==> src/rtl/vpu_pkg.sv <==
// vpu_pkg: shared types and constants for the VPU issue stage.
//   fields_t          - decoded instruction fields (opcode in the LSBs)
//   inst_t            - full 64-bit instruction word (2 reserved MSBs + fields)
//   vpu_issue_state_t - issue FSM state encoding
//   mk_inst           - helper that assembles an instruction word
package vpu_pkg;

    localparam int INST_W   = 64;
    localparam int ADDR_W   = 13;
    localparam int OP_W     = 10;
    localparam int FIELDS_W = OP_W + 4 * ADDR_W;

    localparam logic [OP_W-1:0] OPC_HALT = '0;

    // Packed structs list MSB first: cnst sits at [61:49], opcode at [9:0].
    typedef struct packed {
        logic [ADDR_W-1:0] cnst;
        logic [ADDR_W-1:0] c;
        logic [ADDR_W-1:0] b;
        logic [ADDR_W-1:0] a;
        logic [OP_W-1:0]   opcode;
    } fields_t;

    typedef struct packed {
        logic [1:0] rsvd;
        fields_t    f;
    } inst_t;

    typedef enum logic [2:0] {
        ST_IDLE,
        ST_FETCH,
        ST_WAIT_MEM,
        ST_DECODE,
        ST_ISSUE,
        ST_WAIT_VPU,
        ST_FINISH
    } vpu_issue_state_t;

    function automatic inst_t mk_inst(input logic [OP_W-1:0]   op,
                                      input logic [ADDR_W-1:0] a,
                                      input logic [ADDR_W-1:0] b,
                                      input logic [ADDR_W-1:0] c,
                                      input logic [ADDR_W-1:0] k);
        inst_t w;
        w.rsvd     = '0;
        w.f.opcode = op;
        w.f.a      = a;
        w.f.b      = b;
        w.f.c      = c;
        w.f.cnst   = k;
        return w;
    endfunction

endpackage

==> src/rtl/vpu_issue_if.sv <==
// vpu_issue_if: instruction-memory and execute-stage signals of the issue stage.
//   imem_en/imem_addr/imem_dout       - instruction BRAM read port
//   opcode/inst_addr_{a,b,c,const}    - decoded fields to the execute stage
//   start/vpu_done                    - issue pulse / completion pulse
// master: the issue stage; slave: BRAM + execute stage side.
interface vpu_issue_if
    import vpu_pkg::*;
#(
    parameter int PC_W = 10
);

    logic              imem_en;
    logic [PC_W-1:0]   imem_addr;
    logic [INST_W-1:0] imem_dout;
    logic [OP_W-1:0]   opcode;
    logic [ADDR_W-1:0] inst_addr_a;
    logic [ADDR_W-1:0] inst_addr_b;
    logic [ADDR_W-1:0] inst_addr_c;
    logic [ADDR_W-1:0] inst_addr_const;
    logic              start;
    logic              vpu_done;

    modport master (
        output imem_en, imem_addr, opcode, inst_addr_a, inst_addr_b,
               inst_addr_c, inst_addr_const, start,
        input  imem_dout, vpu_done
    );

    modport slave (
        input  imem_en, imem_addr, opcode, inst_addr_a, inst_addr_b,
               inst_addr_c, inst_addr_const, start,
        output imem_dout, vpu_done
    );

endinterface

==> src/rtl/vpu_issue_watchdog.sv <==
// vpu_issue_watchdog: down-counter that bounds the wait for the execute stage.
//   clk, rst_n - clock, async active-low reset
//   load_i     - high in the cycle before the wait begins (reloads the counter)
//   run_i      - high while waiting
//   expire_o   - high in the waiting cycle that hits terminal count
// Used only when VPU_ISSUE_WATCHDOG_EN is defined.
module vpu_issue_watchdog #(
    parameter int TIMEOUT = 256
) (
    input  logic clk,
    input  logic rst_n,
    input  logic load_i,
    input  logic run_i,
    output logic expire_o
);

    localparam int CNT_W = $clog2(TIMEOUT) + 1;
    // Expiry in wait cycle TIMEOUT-1 lets the registered prog_done land
    // exactly TIMEOUT cycles after the start pulse.
    localparam logic [CNT_W-1:0] CNT_INIT = CNT_W'(TIMEOUT - 2);

    logic [CNT_W-1:0] cnt_q, cnt_d;

    always_comb begin
        cnt_d = cnt_q;
        if (load_i) begin
            cnt_d = CNT_INIT;
        end else if (run_i && (cnt_q != '0)) begin
            cnt_d = cnt_q - CNT_W'(1);
        end
    end

    always_ff @(posedge clk or negedge rst_n) begin
        if (!rst_n) begin
            cnt_q <= '0;
        end else begin
            cnt_q <= cnt_d;
        end
    end

    assign expire_o = run_i && (cnt_q == '0);

endmodule

==> src/rtl/vpu_issue.sv <==
// vpu_issue: instruction fetch/issue stage in front of the VPU execute FSM.
// Fetches prog_len words from prog_base, decodes each, pulses start and holds
// the decoded fields until vpu_done. Stops early on an OPC_HALT word.
// Optional watchdog on the execute wait: define VPU_ISSUE_WATCHDOG_EN.
//   clk, rst_n    - clock, async active-low reset
//   run_i         - one-cycle program start (ignored while busy)
//   prog_base_i   - first instruction address
//   prog_len_i    - number of instructions (0 = immediate prog_done)
//   bus           - BRAM read port + execute-stage handshake (master)
//   busy_o        - program in progress
//   prog_done_o   - one-cycle end-of-program pulse
//   err_o         - sticky watchdog error (0 without the watchdog)
//   pc_o          - address of the current instruction
//
// state       | meaning
// ------------+------------------------------------------------
// ST_IDLE     | waiting for run
// ST_FETCH    | imem_en asserted with imem_addr = pc
// ST_WAIT_MEM | counting BRAM latency, capture word on last count
// ST_DECODE   | HALT check, register fields
// ST_ISSUE    | start pulse
// ST_WAIT_VPU | fields held, waiting for vpu_done
// ST_FINISH   | prog_done pulse
module vpu_issue
    import vpu_pkg::*;
#(
    parameter int PC_W     = 10,
    parameter int IMEM_LAT = 2,
    parameter int TIMEOUT  = 256
) (
    input  logic            clk,
    input  logic            rst_n,
    input  logic            run_i,
    input  logic [PC_W-1:0] prog_base_i,
    input  logic [PC_W:0]   prog_len_i,
    vpu_issue_if.master     bus,
    output logic            busy_o,
    output logic            prog_done_o,
    output logic            err_o,
    output logic [PC_W-1:0] pc_o
);

    localparam int MC_W = 2;
    localparam logic [MC_W-1:0] MEM_CNT_INIT = MC_W'(IMEM_LAT - 1);
    localparam logic [PC_W:0]   REM_ONE      = (PC_W+1)'(1);

    if (IMEM_LAT < 1 || IMEM_LAT > 3 || TIMEOUT < 2) begin : g_bad_param
        $error("vpu_issue: IMEM_LAT must be 1..3 and TIMEOUT at least 2");
    end

    vpu_issue_state_t state_q, state_d;
    logic [PC_W-1:0]  pc_q, pc_d;
    logic [PC_W:0]    rem_q, rem_d;
    logic [MC_W-1:0]  mem_cnt_q, mem_cnt_d;
    fields_t          word_q, word_d;
    fields_t          dec_q, dec_d;
    logic             imem_en_q, imem_en_d;
    logic [PC_W-1:0]  imem_addr_q, imem_addr_d;
    logic             start_q, start_d;
    logic             busy_q, busy_d;
    logic             prog_done_q, prog_done_d;
    logic             done_now;
    logic             wd_expire;

    always_comb begin
        state_d   = state_q;
        pc_d      = pc_q;
        rem_d     = rem_q;
        mem_cnt_d = mem_cnt_q;
        word_d    = word_q;
        dec_d     = dec_q;
        done_now  = 1'b0;

        case (state_q)
            ST_IDLE: begin
                if (run_i) begin
                    if (prog_len_i == '0) begin
                        done_now = 1'b1;
                    end else begin
                        pc_d    = prog_base_i;
                        rem_d   = prog_len_i;
                        state_d = ST_FETCH;
                    end
                end
            end
            ST_FETCH: begin
                mem_cnt_d = MEM_CNT_INIT;
                state_d   = ST_WAIT_MEM;
            end
            ST_WAIT_MEM: begin
                if (mem_cnt_q == '0) begin
                    word_d  = fields_t'(bus.imem_dout[FIELDS_W-1:0]);
                    state_d = ST_DECODE;
                end else begin
                    mem_cnt_d = mem_cnt_q - MC_W'(1);
                end
            end
            ST_DECODE: begin
                // HALT leaves the previously issued fields on the outputs.
                if (word_q.opcode == OPC_HALT) begin
                    state_d = ST_FINISH;
                end else begin
                    dec_d   = word_q;
                    state_d = ST_ISSUE;
                end
            end
            ST_ISSUE: begin
                // vpu_done in this cycle is ignored: we are not yet in WAIT_VPU.
                state_d = ST_WAIT_VPU;
            end
            ST_WAIT_VPU: begin
                if (bus.vpu_done) begin
                    rem_d   = rem_q - REM_ONE;
                    pc_d    = pc_q + PC_W'(1);
                    state_d = (rem_q == REM_ONE) ? ST_FINISH : ST_FETCH;
                end else if (wd_expire) begin
                    done_now = 1'b1;
                    state_d  = ST_IDLE;
                end
            end
            ST_FINISH: begin
                state_d = ST_IDLE;
            end
            default: begin
                state_d = ST_IDLE;
            end
        endcase

        // Outputs are registered copies of what the next state demands,
        // so each pulse lines up with the cycle spent in its state.
        imem_en_d   = (state_d == ST_FETCH);
        imem_addr_d = (state_d == ST_FETCH) ? pc_d : imem_addr_q;
        start_d     = (state_d == ST_ISSUE);
        busy_d      = (state_d != ST_IDLE);
        prog_done_d = (state_d == ST_FINISH) || done_now;
    end

    always_ff @(posedge clk or negedge rst_n) begin
        if (!rst_n) begin
            state_q     <= ST_IDLE;
            pc_q        <= '0;
            rem_q       <= '0;
            mem_cnt_q   <= '0;
            word_q      <= '0;
            dec_q       <= '0;
            imem_en_q   <= 1'b0;
            imem_addr_q <= '0;
            start_q     <= 1'b0;
            busy_q      <= 1'b0;
            prog_done_q <= 1'b0;
        end else begin
            state_q     <= state_d;
            pc_q        <= pc_d;
            rem_q       <= rem_d;
            mem_cnt_q   <= mem_cnt_d;
            word_q      <= word_d;
            dec_q       <= dec_d;
            imem_en_q   <= imem_en_d;
            imem_addr_q <= imem_addr_d;
            start_q     <= start_d;
            busy_q      <= busy_d;
            prog_done_q <= prog_done_d;
        end
    end

`ifdef VPU_ISSUE_WATCHDOG_EN
    logic err_q;

    vpu_issue_watchdog #(
        .TIMEOUT (TIMEOUT)
    ) u_watchdog (
        .clk      (clk),
        .rst_n    (rst_n),
        .load_i   (state_q == ST_ISSUE),
        .run_i    (state_q == ST_WAIT_VPU),
        .expire_o (wd_expire)
    );

    // Sticky until reset or the next run accepted in IDLE.
    always_ff @(posedge clk or negedge rst_n) begin
        if (!rst_n) begin
            err_q <= 1'b0;
        end else if (state_q == ST_IDLE && run_i) begin
            err_q <= 1'b0;
        end else if (state_q == ST_WAIT_VPU && !bus.vpu_done && wd_expire) begin
            err_q <= 1'b1;
        end
    end

    assign err_o = err_q;
`else
    assign wd_expire = 1'b0;
    assign err_o     = 1'b0;
`endif

    assign bus.imem_en         = imem_en_q;
    assign bus.imem_addr       = imem_addr_q;
    assign bus.opcode          = dec_q.opcode;
    assign bus.inst_addr_a     = dec_q.a;
    assign bus.inst_addr_b     = dec_q.b;
    assign bus.inst_addr_c     = dec_q.c;
    assign bus.inst_addr_const = dec_q.cnst;
    assign bus.start           = start_q;
    assign busy_o              = busy_q;
    assign prog_done_o         = prog_done_q;
    assign pc_o                = pc_q;

endmodule

==> src/flat_wrapper.sv <==
// flat-port wrapper written by rule: the top's interface ports become plain ports
module vpu_issue_flat import vpu_pkg::*;
#(
    parameter int PC_W     = 10,
    parameter int IMEM_LAT = 2,
    parameter int TIMEOUT  = 256
)
  (clk, rst_n, run_i, prog_base_i, prog_len_i, busy_o, prog_done_o, err_o, pc_o, bus_imem_en, bus_imem_addr, bus_opcode, bus_inst_addr_a, bus_inst_addr_b, bus_inst_addr_c, bus_inst_addr_const, bus_start, bus_imem_dout, bus_vpu_done);
  vpu_issue_if #(.PC_W(PC_W)) bus_i ();
  input  logic clk;
  input  logic rst_n;
  input  logic run_i;
  input  logic [PC_W-1:0] prog_base_i;
  input  logic [PC_W:0] prog_len_i;
  output logic busy_o;
  output logic prog_done_o;
  output logic err_o;
  output logic [PC_W-1:0] pc_o;
  output wire logic [$bits(bus_i.imem_en)-1:0] bus_imem_en;
  output wire logic [$bits(bus_i.imem_addr)-1:0] bus_imem_addr;
  output wire logic [$bits(bus_i.opcode)-1:0] bus_opcode;
  output wire logic [$bits(bus_i.inst_addr_a)-1:0] bus_inst_addr_a;
  output wire logic [$bits(bus_i.inst_addr_b)-1:0] bus_inst_addr_b;
  output wire logic [$bits(bus_i.inst_addr_c)-1:0] bus_inst_addr_c;
  output wire logic [$bits(bus_i.inst_addr_const)-1:0] bus_inst_addr_const;
  output wire logic [$bits(bus_i.start)-1:0] bus_start;
  input wire logic [$bits(bus_i.imem_dout)-1:0] bus_imem_dout;
  input wire logic [$bits(bus_i.vpu_done)-1:0] bus_vpu_done;
  assign bus_imem_en = bus_i.imem_en;
  assign bus_imem_addr = bus_i.imem_addr;
  assign bus_opcode = bus_i.opcode;
  assign bus_inst_addr_a = bus_i.inst_addr_a;
  assign bus_inst_addr_b = bus_i.inst_addr_b;
  assign bus_inst_addr_c = bus_i.inst_addr_c;
  assign bus_inst_addr_const = bus_i.inst_addr_const;
  assign bus_start = bus_i.start;
  assign bus_i.imem_dout = bus_imem_dout;
  assign bus_i.vpu_done = bus_vpu_done;
  vpu_issue #(.PC_W(PC_W), .IMEM_LAT(IMEM_LAT), .TIMEOUT(TIMEOUT)) u_core (.clk(clk), .rst_n(rst_n), .run_i(run_i), .prog_base_i(prog_base_i), .prog_len_i(prog_len_i), .bus(bus_i), .busy_o(busy_o), .prog_done_o(prog_done_o), .err_o(err_o), .pc_o(pc_o));
endmodule
==> config.mk <==
export PLATFORM = sky130hd
export DESIGN_NAME = vpu_issue_flat
export DESIGN_NICKNAME = d
export VERILOG_FILES = /design/src/rtl/vpu_pkg.sv /design/src/rtl/vpu_issue_if.sv /design/src/rtl/vpu_issue_watchdog.sv /design/src/rtl/vpu_issue.sv /design/src/flat_wrapper.sv
export SDC_FILE = /design/constraint.sdc
export NUM_CORES = 1
export LEC_CHECK = 0
export CAP_MARGIN = 20
export CORE_MARGIN = 3
export CORE_UTILIZATION = 46
export CTS_BUF_LIST = sky130_fd_sc_hd__clkbuf_2
export DETAILED_ROUTE_END_ITERATION = 6
export GPL_TIMING_DRIVEN = 0
export PLACE_DENSITY_LB_ADDON = 0.3
export REMOVE_ABC_BUFFERS = 1
export SLEW_MARGIN = 25
export SYNTH_ARGS = -nofsm -noshare
export SYNTH_HDL_FRONTEND = slang
export SYNTH_SLANG_ARGS = --single-unit
export TNS_END_PERCENT = 20
==> constraint.sdc <==
create_clock -name clk -period 1.8 [get_ports clk]
set_input_delay 0.45 -clock clk [delete_from_list [all_inputs] [get_ports clk]]
set_output_delay 0.45 -clock clk [all_outputs]
set_load 0.01 [all_outputs]
Word level (Yosys, flattened, before mapping)
Index checks and enable logic that the tools add are counted.
{"block": "classes", "add_sub_neg": 3, "n_mul": 0, "div": 0, "order_cmp": 0, "n_eq_ne": 13, "shifts": 0, "muxes": 20, "n_bitwise": 1, "n_reduce_logical": 12}
{"cell": "$mux 11", "n": 3}
{"cell": "$mux 10", "n": 3}
{"cell": "$pmux 11 s2", "n": 1}
{"cell": "$pmux 10 s2", "n": 1}
{"cell": "$pmux 3 s6", "n": 1}
{"cell": "$mux 3", "n": 5}
{"cell": "$eq 3x3->1 const B", "n": 4}
{"cell": "$eq 11x1->1 const B", "n": 1}
{"cell": "$logic_not 11->1", "n": 1}
{"cell": "$sub 11x1->11 const B", "n": 1}
{"cell": "$add 10x1->10 const B", "n": 1}
{"cell": "$logic_not 10->1", "n": 1}
{"cell": "$ne 2x2->1 const B", "n": 4}
{"cell": "$eq 3x1->1 const B", "n": 2}
{"cell": "$eq 3x2->1 const B", "n": 2}
{"cell": "$reduce_and 2->1", "n": 3}
{"cell": "$mux 2", "n": 2}
{"cell": "$pmux 2 s2", "n": 1}
{"cell": "$reduce_and 4->1", "n": 1}
{"cell": "$reduce_bool 2->1", "n": 2}
{"cell": "$logic_not 3->1", "n": 1}
{"cell": "$mux 1", "n": 3}
{"cell": "$reduce_bool 3->1", "n": 1}
{"cell": "$logic_not 2->1", "n": 1}
{"cell": "other kinds (3)", "n": 3}
{"block": "totals", "register_bits": 164, "latch_bits": 0, "mem_bits_rw": 0, "romBits": 0, "input_bits": 89, "output_inout_bits": 87, "word_cells": 68, "memories": 0}

Depth between registers and ports, before layout
{"block": "depth", "depth_word": 6, "ltp_mapped": 7, "mapped_depth_nobuf": 6}

Least setup slack after synthesis
No wires, ideal clock.
{"block": "synth_path", "kind": "reg2reg", "start": "reg u_core.rem_q[0]", "end": "reg u_core.rem_q[8]", "t_arrival_ns": 1.735, "t_required_ns": 1.679, "slack_ns": -0.056, "stages_incl_launch_ff": 7, "path_buffers": 0, "cell_sequence": "dfrtp_1 > inv_1 > ha_1 > or3b_2 > nor4b_1 > o22ai_1 > a22o_1"}
{"block": "synth_between", "elab_chain_len": 3}
{"item": "start, declared", "line_no": "vpu_issue.sv:53", "text": "logic [PC_W:0] rem_q, rem_d;"}
{"item": "start signal, assigned", "line_no": "vpu_issue.sv:154", "text": "rem_q <= rem_d;"}
{"item": "$sub 11x1->11", "line_no": "vpu_issue.sv:113", "text": "rem_d = rem_q - REM_ONE;"}
{"item": "$mux 11", "line_no": "vpu_issue.sv:112", "text": "if (bus.vpu_done) begin"}
{"item": "$pmux 11 s2", "line_no": "vpu_issue.sv:74", "text": "case (state_q)"}
No other way between the ends. The select of a mux whose other input is x is not followed.
A chain may end at the register's enable or synchronous reset.

Final worst setup path
Ends and elaborated chain as after synthesis.

==> flow_metrics.env <==
export IMPL_powerDensity_nw_per_um2=1700
export IMPL_dr_pass1_iters=5
export IMPL_io_pins=176
export IMPL_synth_simple_area_share_pct=8.14
export IMPL_placed_cell_area_um2=8970
export IMPL_grtUsageTotal_pct=22.7
export IMPL_ys_seq_area_share_pct=58.6
export IMPL_synth_adder_area_share_pct=0.714
export IMPL_cts_inserted_buffers=17
export IMPL_arrival_ns=2.59
export IMPL_grt_max_degree=100
export IMPL_num_vias=5602
export IMPL_fin_area_um2=10300
export IMPL_hpwl_mm=11.7
export IMPL_ys_flop_type="dfrtp_1"
export IMPL_drt_initial_drc_count=431
export IMPL_dieArea_um2=16700
export IMPL_hold_viol=0
export IMPL_ys_warn_count=0
export IMPL_htreeDepth=4
export IMPL_violations="setup timing"
export IMPL_synthToLayoutAreaGrowth_pct=47.6
export IMPL_fin_ws_ns=-0.126
export IMPL_slew_limit_headroom_pct=54.2
export IMPL_drv_slew=0
export IMPL_place_congestion=0.894
export IMPL_initial_utilization_pct=47.7
export IMPL_finalPower_mw=17.5
export IMPL_tritoncts="yes"
export IMPL_yosys_register_bits=164
export IMPL_hold_slack_ns=0.189
export IMPL_crit_type="reg2reg"
export IMPL_min_period_ns=1.93
export IMPL_finalSetupViolCount=61
export IMPL_wirelength_mm=20.1
export IMPL_vias_per_cell=5.73
export IMPL_hp_class="in2async"
export IMPL_cts_buffer_depth=2
export IMPL_fin_crit_sh_pct=107
export IMPL_status="complete, but fails checks"
export IMPL_rrSetupSlack_ns=-0.13
export IMPL_synth_compound_area_share_pct=8.80
export IMPL_syn_area_per_cell_um2=13.5
export IMPL_die_w_um=129
export IMPL_insertion_delay_ns=0.74
export IMPL_async_reset_ff_share_pct=100
export IMPL_ant_nets=0
export IMPL_grt_pass1_wl_mm=29.4
export IMPL_start_kind="flop"
export IMPL_core_region_area_um2=14700
export IMPL_fmax_mhz=519
export IMPL_place_port_buffers=172
export IMPL_antenna_found_initial=1
export IMPL_nets=872
export IMPL_finalSetupTns_ns=-1.98
export IMPL_rows=44
export IMPL_syn_inst=519
export IMPL_die_h_um=129
export IMPL_route_detailed_drc=0
export IMPL_p_leak_nw=4.53
export IMPL_synth_xor_xnor_area_share_pct=0.375
export IMPL_synthDistinctLibCells=70
export IMPL_synth_area_um2=7010
export IMPL_grt_pass1_vias=5745
export IMPL_fin_worst_skew_ns=0.0504
export IMPL_tightestPinTransition_ns=0.683
export IMPL_peakVddDrop_v=0.000904
export IMPL_max_cap_violations=0
export IMPL_synth_edf_count=0
export IMPL_clkTransAtPathRegs_ns=0.26
export IMPL_yosys_mux_area_fraction_pct=20.5
export IMPL_nFillCells=1002
export IMPL_grt_overflow=0
export IMPL_critPathRequiredTime_ns=2.46
export IMPL_rsz0062_at_grt="true"
export IMPL_wl_per_cell_um=20.6
export IMPL_path_max_fanout=5
export IMPL_clkSinkCount=164
export IMPL_synth_top_family_by_area="multiplexers"
export IMPL_reg2reg_depth=6
export IMPL_layout_drive_gt1_share_pct=52.3
export IMPL_end_kind="flop"
export IMPL_final_util_pct=70.3
export IMPL_cts_root_buffer="clkbuf_2"
-- what timing repair did --
item | in CTS | in global routing
hold buffers | 1 | 0
buffers inserted | 66 | 19
setup endpoints to repair | 247 | 229
gates cloned | 3 | 1
pin swaps | 8 | 22
gates resized for setup | 420 | 82
hold endpoints to repair | 65 | 0
-- state kept, by name, summed over array words and instances (netlist names), 3 cells and up --
signal	cells
u_core.bus.inst_addr_const	13
u_core.state_q	3
u_core.rem_q	11
u_core.word_q	62
u_core.bus.opcode	10
u_core.bus.inst_addr_a	13
u_core.pc_o	10
u_core.bus.inst_addr_c	13
u_core.bus.imem_addr	10
u_core.bus.inst_addr_b	13
-- kinds of logic after synthesis --
logic type	after synthesis
flops	164
mux	128
simple gates	97
compound gates	85
buf+inv	37
fa+ha+maj	4
xor+xnor	3
other cells	1
-- power by group --
part | total, mW | leakage (nW) | switching, mW | internal (mW)
clock | 2.18 | 0.162 | 1.35 | 0.825
combinational | 8.55 | 2.39 | 3.59 | 4.96
sequential | 6.80 | 1.98 | 1.30 | 5.50
total | 17.5 | 4.53 | 6.24 | 11.3
-- cell type report --
type,instances,area [um2],share of cell area [%]
flip-flops and latches,164,4120,39.8
multi-input cells,319,3190,30.8
repair buffers,268,2500,24.2
well taps,184,230,2.23
clock inverters,12,170,1.65
clock buffers,20,100,0.968
inverters,9,33.8,0.327
diodes,1,2.50,0.0242
-- per-layer routing --
layer  GRT usage [%]  wire length, um
met1            26.6             7410
met2            37.6             9910
met3            10.1             2170
met4            7.27              602
met5               0                0
-- path summary, 6_finish.rpt --
| path | start | end |
|---|---|---|
| worst min-delay path | rst_n | u_core.rem_q[9] |
| min in group clk | prog_base_i[8] | u_core.bus.imem_addr[8] |
| worst min register to register | u_core.word_q[29] | u_core.bus.inst_addr_b[6] |
| max in group asynchronous | rst_n | u_core.mem_cnt_q[1] |
| worst max-delay path | u_core.rem_q[0] | u_core.rem_q[8] |
| worst max register to register | u_core.rem_q[0] | u_core.rem_q[8] |
-- worst max-delay path, cell delays in order, from the launching register on --
cell and delay (ns):
dfrtp_1 0.49, inv_2 0.10, ha_4 0.17, or3b_4 0.43, nor4b_4 0.31, o22ai_2 0.10
a22o_1 0.24
-- placed cells by master, fill, tap and decap left out, drive strengths merged, types with 8 or more instances in the layout --
| master | count |
|---|---|
| nand3 | 10 |
| mux2 | 126 |
| nor2 | 12 |
| nor4 | 8 |
| inv | 13 |
| clkbuf | 22 |
| buf | 179 |
| dfrtp | 164 |
| o211ai | 8 |
| clkdlybuf4s50 | 85 |
| o21ai | 23 |
| nand2 | 30 |
| nor3 | 8 |
-- synthesized netlist by cell type (all sizes together), types with 3 or more instances --
cell / n / area (um2)
nor4: 8 / 83.8
dfrtp: 164 / 4100
o211ai: 8 / 60.1
o21ai: 23 / 115
a2bb2oi: 3 / 26.3
a31o: 3 / 26.3
nand3: 10 / 50.1
or3: 3 / 18.8
o22ai: 6 / 37.5
a31oi: 4 / 46.3
buf: 22 / 140
a21oi: 7 / 35.0
or4: 5 / 37.5
o2bb2ai: 4 / 35.0
nand2: 30 / 115
a22oi: 4 / 35.0
ha: 4 / 50.1
nor3: 8 / 50.1
nor2: 12 / 47.6
inv: 9 / 33.8
clkbuf: 6 / 22.5
mux2: 126 / 1420
a22o: 3 / 26.3
o31ai: 4 / 30.0
o311a: 3 / 30.0
-- per-stage QoR --
stage	worst slack (ns)	std cells
floorplan	-2.40	491
global placement	-5.98	847
detailed placement	-1.05	855
CTS	-0.0897	957
global route	-0.166	977
finish	-0.126	977
(Power assumes the default switching activity.)
